--- src/rtl/matrix_frame_scanner_if.sv ---
// Frame-write and swap handshake between the game stage (master) and the
// matrix frame scanner (slave).
interface matrix_frame_scanner_if;
    logic       wr_en;
    logic [2:0] wr_col;
    logic [7:0] wr_red;
    logic [7:0] wr_grn;
    logic       swap_req;
    logic       swap_ack;
    logic       frame_start;

    modport master (
        output wr_en, wr_col, wr_red, wr_grn, swap_req,
        input  swap_ack, frame_start
    );

    modport slave (
        input  wr_en, wr_col, wr_red, wr_grn, swap_req,
        output swap_ack, frame_start
    );
endinterface

--- src/rtl/matrix_frame_scanner.sv ---
// Double-buffered 8x8 bicolour LED matrix scanner with per-slot blanking.
// Optional MATRIX_BRIGHTNESS_EN adds a 3-bit brightness input that shortens the drive window.
module matrix_frame_scanner #(
    parameter int CLK_HZ       = 50000000,
    parameter int FRAME_HZ     = 100,
    parameter int BLANK_CYCLES = 16
) (
    input  logic                         clk,
    input  logic                         reset,
    matrix_frame_scanner_if.slave        bus,
`ifdef MATRIX_BRIGHTNESS_EN
    input  logic [2:0]                   brightness,
`endif
    output logic [7:0]                   rows,
    output logic [7:0]                   colsr,
    output logic [7:0]                   colsg
);
    localparam int SLOT_CYC = CLK_HZ / (FRAME_HZ * 16);
    localparam int CW       = (SLOT_CYC > 1) ? $clog2(SLOT_CYC) : 1;
    localparam int ACTIVE   = SLOT_CYC - BLANK_CYCLES;
    localparam logic [CW-1:0] CNT_LAST = CW'(SLOT_CYC - 1);

    typedef enum logic {ST_BLANK = 1'b0, ST_DRIVE = 1'b1} state_e;

    state_e                 state_q, state_d;
    logic [3:0]             slot_q, slot_d;
    logic [CW-1:0]          cnt_q, cnt_d;
    logic                   front_sel_q, front_sel_d;
    logic                   swapped_q, swapped_d;
    logic [1:0][7:0][7:0]   red_q, red_d;
    logic [1:0][7:0][7:0]   grn_q, grn_d;
    logic [7:0]             rows_q, rows_d;
    logic [7:0]             colsr_q, colsr_d;
    logic [7:0]             colsg_q, colsg_d;
    logic                   swap_ack_q, swap_ack_d;
    logic                   frame_start_q, frame_start_d;
    logic                   cnt_last, frame0, back;
    logic [2:0]             col;
    logic [31:0]            drive_len, cnt_ext;
`ifdef MATRIX_BRIGHTNESS_EN
    logic [2:0]             bright_q, bright_d, bright_eff;
`endif

    always_comb begin
        state_d       = state_q;
        slot_d        = slot_q;
        cnt_d         = cnt_q;
        front_sel_d   = front_sel_q;
        swapped_d     = 1'b0;
        red_d         = red_q;
        grn_d         = grn_q;
        rows_d        = 8'h00;
        colsr_d       = 8'h00;
        colsg_d       = 8'h00;
        cnt_last      = (cnt_q == CNT_LAST);
        frame0        = (slot_q == 4'd0) && (cnt_q == '0);
        back          = ~front_sel_q;
        col           = slot_q[3:1];
        frame_start_d = frame0;
        swap_ack_d    = swapped_q;

        // Brightness is latched at the frame's first cycle and used directly in that cycle.
`ifdef MATRIX_BRIGHTNESS_EN
        bright_eff = frame0 ? brightness : bright_q;
        bright_d   = bright_eff;
        drive_len  = (32'(ACTIVE) * (32'(bright_eff) + 32'd1)) >> 3;
        if (drive_len == 32'd0) begin
            drive_len = 32'd1;
        end
`else
        drive_len = 32'(ACTIVE);
`endif

        if (cnt_last) begin
            cnt_d  = '0;
            slot_d = slot_q + 4'd1;
        end else begin
            cnt_d = cnt_q + 1'b1;
        end

        // Swapping only on the frame's last cycle keeps every displayed frame whole.
        if ((slot_q == 4'd15) && cnt_last && bus.swap_req) begin
            front_sel_d = ~front_sel_q;
            swapped_d   = 1'b1;
        end

        if (bus.wr_en) begin
            red_d[back][bus.wr_col] = bus.wr_red;
            grn_d[back][bus.wr_col] = bus.wr_grn;
        end

        cnt_ext = 32'(cnt_d);
        if ((cnt_ext >= 32'(BLANK_CYCLES)) && (cnt_ext < 32'(BLANK_CYCLES) + drive_len)) begin
            state_d = ST_DRIVE;
        end else begin
            state_d = ST_BLANK;
        end

        if (state_q == ST_DRIVE) begin
            if (!slot_q[0]) begin
                rows_d  = red_q[front_sel_q][col];
                colsr_d = 8'd1 << col;
            end else begin
                rows_d  = grn_q[front_sel_q][col];
                colsg_d = 8'd1 << col;
            end
        end
    end

    always_ff @(posedge clk or negedge reset) begin
        if (!reset) begin
            state_q       <= ST_BLANK;
            slot_q        <= 4'd0;
            cnt_q         <= '0;
            front_sel_q   <= 1'b0;
            swapped_q     <= 1'b0;
            red_q         <= '0;
            grn_q         <= '0;
            rows_q        <= 8'h00;
            colsr_q       <= 8'h00;
            colsg_q       <= 8'h00;
            swap_ack_q    <= 1'b0;
            frame_start_q <= 1'b0;
`ifdef MATRIX_BRIGHTNESS_EN
            bright_q      <= 3'd7;
`endif
        end else begin
            state_q       <= state_d;
            slot_q        <= slot_d;
            cnt_q         <= cnt_d;
            front_sel_q   <= front_sel_d;
            swapped_q     <= swapped_d;
            red_q         <= red_d;
            grn_q         <= grn_d;
            rows_q        <= rows_d;
            colsr_q       <= colsr_d;
            colsg_q       <= colsg_d;
            swap_ack_q    <= swap_ack_d;
            frame_start_q <= frame_start_d;
`ifdef MATRIX_BRIGHTNESS_EN
            bright_q      <= bright_d;
`endif
        end
    end

    assign rows            = rows_q;
    assign colsr           = colsr_q;
    assign colsg           = colsg_q;
    assign bus.swap_ack    = swap_ack_q;
    assign bus.frame_start = frame_start_q;
endmodule

--- src/flat_wrapper.sv ---
// flat-port wrapper written by rule: the top's interface ports become plain ports
module matrix_frame_scanner_flat 
#(
    parameter int CLK_HZ       = 50000000,
    parameter int FRAME_HZ     = 100,
    parameter int BLANK_CYCLES = 16
)
  (clk, reset, rows, colsr, colsg, bus_wr_en, bus_wr_col, bus_wr_red, bus_wr_grn, bus_swap_req, bus_swap_ack, bus_frame_start);
  matrix_frame_scanner_if bus_i ();
  input  logic clk;
  input  logic reset;
  output logic [7:0] rows;
  output logic [7:0] colsr;
  output logic [7:0] colsg;
  input wire logic [$bits(bus_i.wr_en)-1:0] bus_wr_en;
  input wire logic [$bits(bus_i.wr_col)-1:0] bus_wr_col;
  input wire logic [$bits(bus_i.wr_red)-1:0] bus_wr_red;
  input wire logic [$bits(bus_i.wr_grn)-1:0] bus_wr_grn;
  input wire logic [$bits(bus_i.swap_req)-1:0] bus_swap_req;
  output wire logic [$bits(bus_i.swap_ack)-1:0] bus_swap_ack;
  output wire logic [$bits(bus_i.frame_start)-1:0] bus_frame_start;
  assign bus_i.wr_en = bus_wr_en;
  assign bus_i.wr_col = bus_wr_col;
  assign bus_i.wr_red = bus_wr_red;
  assign bus_i.wr_grn = bus_wr_grn;
  assign bus_i.swap_req = bus_swap_req;
  assign bus_swap_ack = bus_i.swap_ack;
  assign bus_frame_start = bus_i.frame_start;
  matrix_frame_scanner #(.CLK_HZ(CLK_HZ), .FRAME_HZ(FRAME_HZ), .BLANK_CYCLES(BLANK_CYCLES)) u_core (.clk(clk), .reset(reset), .bus(bus_i), .rows(rows), .colsr(colsr), .colsg(colsg));
endmodule
--- config.mk ---
export PLATFORM = sky130hd
export DESIGN_NAME = matrix_frame_scanner_flat
export DESIGN_NICKNAME = d
export VERILOG_FILES = /design/src/rtl/matrix_frame_scanner_if.sv /design/src/rtl/matrix_frame_scanner.sv /design/src/flat_wrapper.sv
export SDC_FILE = /design/constraint.sdc
export NUM_CORES = 1
export LEC_CHECK = 0
export BUFFER_PORTS_ARGS = -buffer_cell sky130_fd_sc_hd__clkbuf_2
export CORE_AREA = 2 2 137 192
export DETAILED_ROUTE_END_ITERATION = 12
export DIE_AREA = 0 0 139 194
export HOLD_SLACK_MARGIN = 0.05
export PLACE_DENSITY = 0.7
export SYNTH_ARGS = -nofsm -noshare
export SYNTH_HDL_FRONTEND = slang
export SYNTH_SLANG_ARGS = --single-unit
--- constraint.sdc ---
create_clock -name clk -period 4.4 [get_ports clk]
set_clock_uncertainty 0.15 [all_clocks]
set_input_delay 0.66 -clock clk [delete_from_list [all_inputs] [get_ports clk]]
set_output_delay 0.66 -clock clk [all_outputs]
set_load 0.02 [all_outputs]
# == Word-level counts from Yosys, hierarchy flattened ==
# Cells that the tools add are included.
# op_classes
n_addsub,2
n_lt_le_gt_ge,8
n_eq_ne,2
n_shift,1
n_mux,23
bitwise,1
n_reduce_logical,8
# ops
operator,count
$mux W64,5
$bwmux W128,2
$mux W8,9
$demux W64 S1,1
$bmux W8 S3,2
$demux W8 S3,1
$add A15 B1 Y15 const B,1
$eq A15 B15 Y1 const B,1
$ge A15 B5 Y1 const B,1
$logic_not A15 Y1,1
$lt A15 B15 Y1 const B,1
$mux W15,1
$lt A3 B4 Y1 const B,2
$shl A1 B3 Y8 const A,1
$logic_and A1 B1 Y1,6
$add A4 B1 Y4 const B,1
$eq A4 B4 Y1 const B,1
$logic_not A4 Y1,1
$lt A1 B2 Y1 const B,2
$ge A3 B1 Y1 const B,1
$mux W1,2
$ge A1 B1 Y1 const B,1
$not A1 Y1,1
# word_totals
regBits,304
output_inout_bits,26
word_cells,87

# == Logic depth before layout (Yosys ltp) ==
# logic_depth
ltp_word,7
depth_mapped,7
depth_no_buf,7

# == Worst setup path before layout ==
# Ideal clock, no wire load.
# synth_timing
kind,input to register
startpoint,input bus_wr_col[1]
endpoint,register u_core.grn_q[108] in the netlist's numbering
arrival_ns,1.958
setup_slack_ns,2.167
cell_stages,5
path_cell_list,clkbuf_1 > nand2b_1 > nor2_1 > buf_2 > mux2_2
# synth_between
elab_chain_len,7
word_cells_on_any_way,8
cone_classes,2 x order compare; 5 x mux; 1 x reduce/logical
# synth_lines
item,line,text
from (decl),flat_wrapper.sv:16,input wire logic [$bits(bus_i.wr_col)-1:0] bus_wr_col;
$lt A3 B4 Y1 (implied by the code) or $ge A3 B1 Y1 (tied branches),matrix_frame_scanner.sv:89,grn_d[back][bus.wr_col] = bus.wr_grn;
$logic_and A1 B1 Y1 (implied by the code),matrix_frame_scanner.sv:89,
$mux W8 (implied by the code),matrix_frame_scanner.sv:89,
$demux W8 S3 *,-,
$mux W64 (implied by the code) *,matrix_frame_scanner.sv:89,
$demux W64 S1 *,-,
$bwmux W128 *,matrix_frame_scanner.sv:89,
to (signal assigned),matrix_frame_scanner.sv:134,grn_q <= grn_d;
to (decl),matrix_frame_scanner.sv:31,"logic [1:0][7:0][7:0] grn_q, grn_d;"
# Every way passes the cells marked *; elsewhere a longest branch is shown, timed or not.
# A chain may end at the register's enable or synchronous reset.

# == Worst setup path in the final report ==
# layout_timing
startpoint,register u_core.slot_q[2]
endpoint,"register u_core.rows_q[5], in the netlist u_core.rows[5]"
# layout_between
elab_chain_len,4
word_cells_on_any_way,6
cone_classes,6 x mux
# layout_lines
item,line,text
from (decl),matrix_frame_scanner.sv:26,"logic [3:0] slot_q, slot_d;"
from (signal assigned),matrix_frame_scanner.sv:129,slot_q <= slot_d;
$bmux W8 S3 (on tied branches),"matrix_frame_scanner.sv:101, matrix_frame_scanner.sv:104",
$mux W8 (on tied branches),"matrix_frame_scanner.sv:101, matrix_frame_scanner.sv:104",
$mux W8 *,matrix_frame_scanner.sv:100,if (!slot_q[0]) begin
$mux W8 *,matrix_frame_scanner.sv:99,if (state_q == ST_DRIVE) begin
net u_core.rows_d[5],matrix_frame_scanner.sv:32,"logic [7:0] rows_q, rows_d;"
to (signal assigned),matrix_frame_scanner.sv:135,rows_q <= rows_d;
to (decl),matrix_frame_scanner.sv:32,
# Mark *: on every way through the listed nets, which the timed path passes. The rest lies on a longest branch. The select of a mux whose other input is x is not followed.

==> flow_summary.yaml <==
status:
  outcome: "finished, final reports clean"
detailed_routing:
  drtAntennaViolNets: 0
  drc: 0
  vias_per_cell: 6.08
  drt-total-wl_um: 29000
  first_pass_iters: 4
  vias: 7650
  drt-initial-drc-count: 457
  wl_per_cell_um: 23.0
logic_synthesis:
  synthMuxAreaShare: 0.348
  avgSynthCellArea_um2: 15.4
  yosysTopAreaCellShare: 0.555
  synth.distinct_cells: 45
  synth-xor-area-share: 0.0134
  yosysMostFrequentCell: "dfrtp_1"
  syn_nets: 918
  synth_area_leaders: "dfrtp_1 55%, mux2_2 21%, mux4_2 13%"
  synth-seq-area-share: 0.555
  synth_compound_area_frac: 0.00931
  yosys_register_bits: 304
  synth_top_area_cell: "dfrtp_1"
  yosys_warnings: 0
  syn_inst: 890
  synth_flop_cell: "dfrtp_1"
  synth_top_family_by_area: "multiplexers"
  synth_commonest_cells: "304 x dfrtp_1, 256 x mux2_2, 80 x mux4_2"
  synth_fa_ha_area_frac: 0.00456
  synth_edf_count: 0
  synthArstFlopShare: 1.00
  synth_area_um2: 13700
  synth-simple-area-share: 0.0451
critical_path:
  worst_ep_required_time_ns: 4.67
  crit_type: "reg2reg"
  worstPathArrival_ns: 3.04
  end_kind: "register"
  crit_fanout: 36
  worst_setup_path_start_kind: "register"
sta:
  hold_violations: 0
  totalNegativeSetupSlack_ns: 0
  rsz0062_at_grt: "false"
  timing.final.crit_period_ns: 2.77
  report.final.slew_viol_count: 0
  period_share: 0.629
  setup_violations: 0
  worstMarginPinSlew_ns: 1.22
  fmax_mhz: 361
  slew_headroom: 0.189
worst_hold_path:
  hp-class: "in2async"
placed_design:
  dp_hpwl_um: 17300
  place_area_um2: 14300
  portBuffers: 48
  gp_congestion: 0.794
power:
  clkPwrFrac: 0.411
  p_seq_frac: 0.510
  power_frac_comb: 0.079
  power.density_nw_per_um2: 409
  leakagePower_nw: 6.81
  p_int_w: 0.00490
  sw_frac_of_total: 0.214
  ir_drop_mv: 0.305
  p_sw_w: 0.00133
global_route:
  grt_pass1_vias: 8208
  antenna_found_initial: 0
  grt_start_max_net_pins: 122
  grt_pass1_wl_um: 46600
  grt-ovfl-total: 0
  grt_usage: 0.222
layout:
  fillerInstances: 1906
  area.sequential_um2: 7610
  nets: 948
  stdcell_area_um2: 15200
  num_antenna_cells: 0
  multi_input_area_um2: 5780
  area_delta_synth_final_pct: 11.2
  drive_gt1_frac: 0.495
clocking:
  cts_hold_buf: 0
  tritoncts: "built"
  clkLatencyLatePin_ns: 0.54
  cts_resized: 0
  post_cts.repair.setup_buffers: 0
  cts-buffers-inserted: 28
  cts_num_sinks: 304
  cts_root_buffer: "clkbuf_16"
  htreeDepth: 1
  cts_buffer_depth: 3
  clk_pin_slew_ns: 0.06
floorplan:
  die_w_um: 139
  start_util: 0.544
  die_area_um2: 27000
  fp.dieH_um: 194
  fp-row-count: 69
  ioPinCount: 49
  coreArea_um2: 25200
job:
  timing.max_cap.violations: 0
-- per-stage QoR --
step,util,instances,worst slack [ns],hold WS (ns),power [W]
after floorplan,-,890,2.17,0.181,0.00355
after global placement,0.566,1209,1.59,0.185,0.00370
after detailed placement,0.566,1209,1.52,0.189,0.00373
after CTS,0.605,1259,1.65,0.0954,0.00630
after global routing,0.605,1259,1.51,0.103,0.00649
final,0.605,1259,1.63,0.0110,0.00624
-- area by class of cell --
class / count / share of cell area
clock inverter: 9 / 0.0112
multi-input combinational: 508 / 0.379
tap: 319 / 0.0262
timing repair buffer: 72 / 0.0299
sequential: 304 / 0.500
inverter: 6 / 0.00148
clock buffer: 41 / 0.0525
-- metal layers --
layer  routed length, um  GRT usage
met1               12000      0.298
met2               15200      0.387
met3                1150     0.0264
met4                 722     0.0640
met5                   0          0
-- kinds of logic after synthesis --
group | count (synthesis)
muxes | 344
DFF | 304
and+or+nand+nor | 120
buffers and inverters | 78
xor gates and xnor gates | 21
AOI/OAI and AO/OA | 18
adders and majority gates | 5
-- flip-flops by register name (all words and copies together), names as in the netlist --
register and count:
u_core.grn_q 128, u_core.red_q 128, u_core.cnt_q 15, u_core.colsg 8
u_core.colsr 8, u_core.rows 8, u_core.slot_q 4, u_core.bus.frame_start 1
u_core.bus.swap_ack 1, u_core.front_sel_q 1, u_core.state_q 1, u_core.swap_ack_d 1
-- layout by cell type (no fill, tap or decap), types with 3 or more instances in the layout --
cell type  instances
or3_1              5
o21ai_0            4
clkinv_2           4
nor3_1            11
ha_1               5
nor2_2            10
xnor2_1           15
clkbuf_1           9
clkbuf_2          47
bufinv_16          5
mux4_2            80
buf_4             22
mux2_2           256
inv_1              6
nor2b_1            9
nand2_1           19
mux2i_1            8
nand3b_1           8
clkbuf_16         29
nand3_1           12
dfrtp_1          302
nor4_1             4
xor2_1             6
nor2_1            29
clkbuf_8           3
-- critical path, stage by stage, from the launching register on --
cell,delay (ns)
dfrtp_2,0.98
buf_4,0.44
mux4_2,0.36
mux4_2,0.47
mux2i_1,0.16
nor2b_1,0.07
-- power by group through the flow --
stage	combinational, W	sequential [W]	clock (W)
2_1_floorplan	0.000364	0.00318	0
3_3_place_gp	0.000482	0.00322	0
3_5_place_dp	0.000501	0.00323	0
4_1_cts	0.000502	0.00318	0.00262
5_1_grt	0.000542	0.00321	0.00274
6_report	0.000493	0.00318	0.00257
-- worst paths after layout --
check / startpoint / end / slack (ns) / cells after the start
worst max-delay path: u_core.slot_q[2] / u_core.rows[5] / 1.63 / 5
worst min-delay path: reset / u_core.cnt_q[8] / 0.01 / 1
worst max register to register: u_core.slot_q[2] / u_core.rows[5] / 1.63 / 5
worst min register to register: u_core.swap_ack_d / u_core.bus.swap_ack / 0.20 / 0
max in group asynchronous: reset / u_core.red_q[37] / 2.97 / 2
min in group clk: u_core.swap_ack_d / u_core.bus.swap_ack / 0.20 / 0
Power figures use the tool's default switching activity.
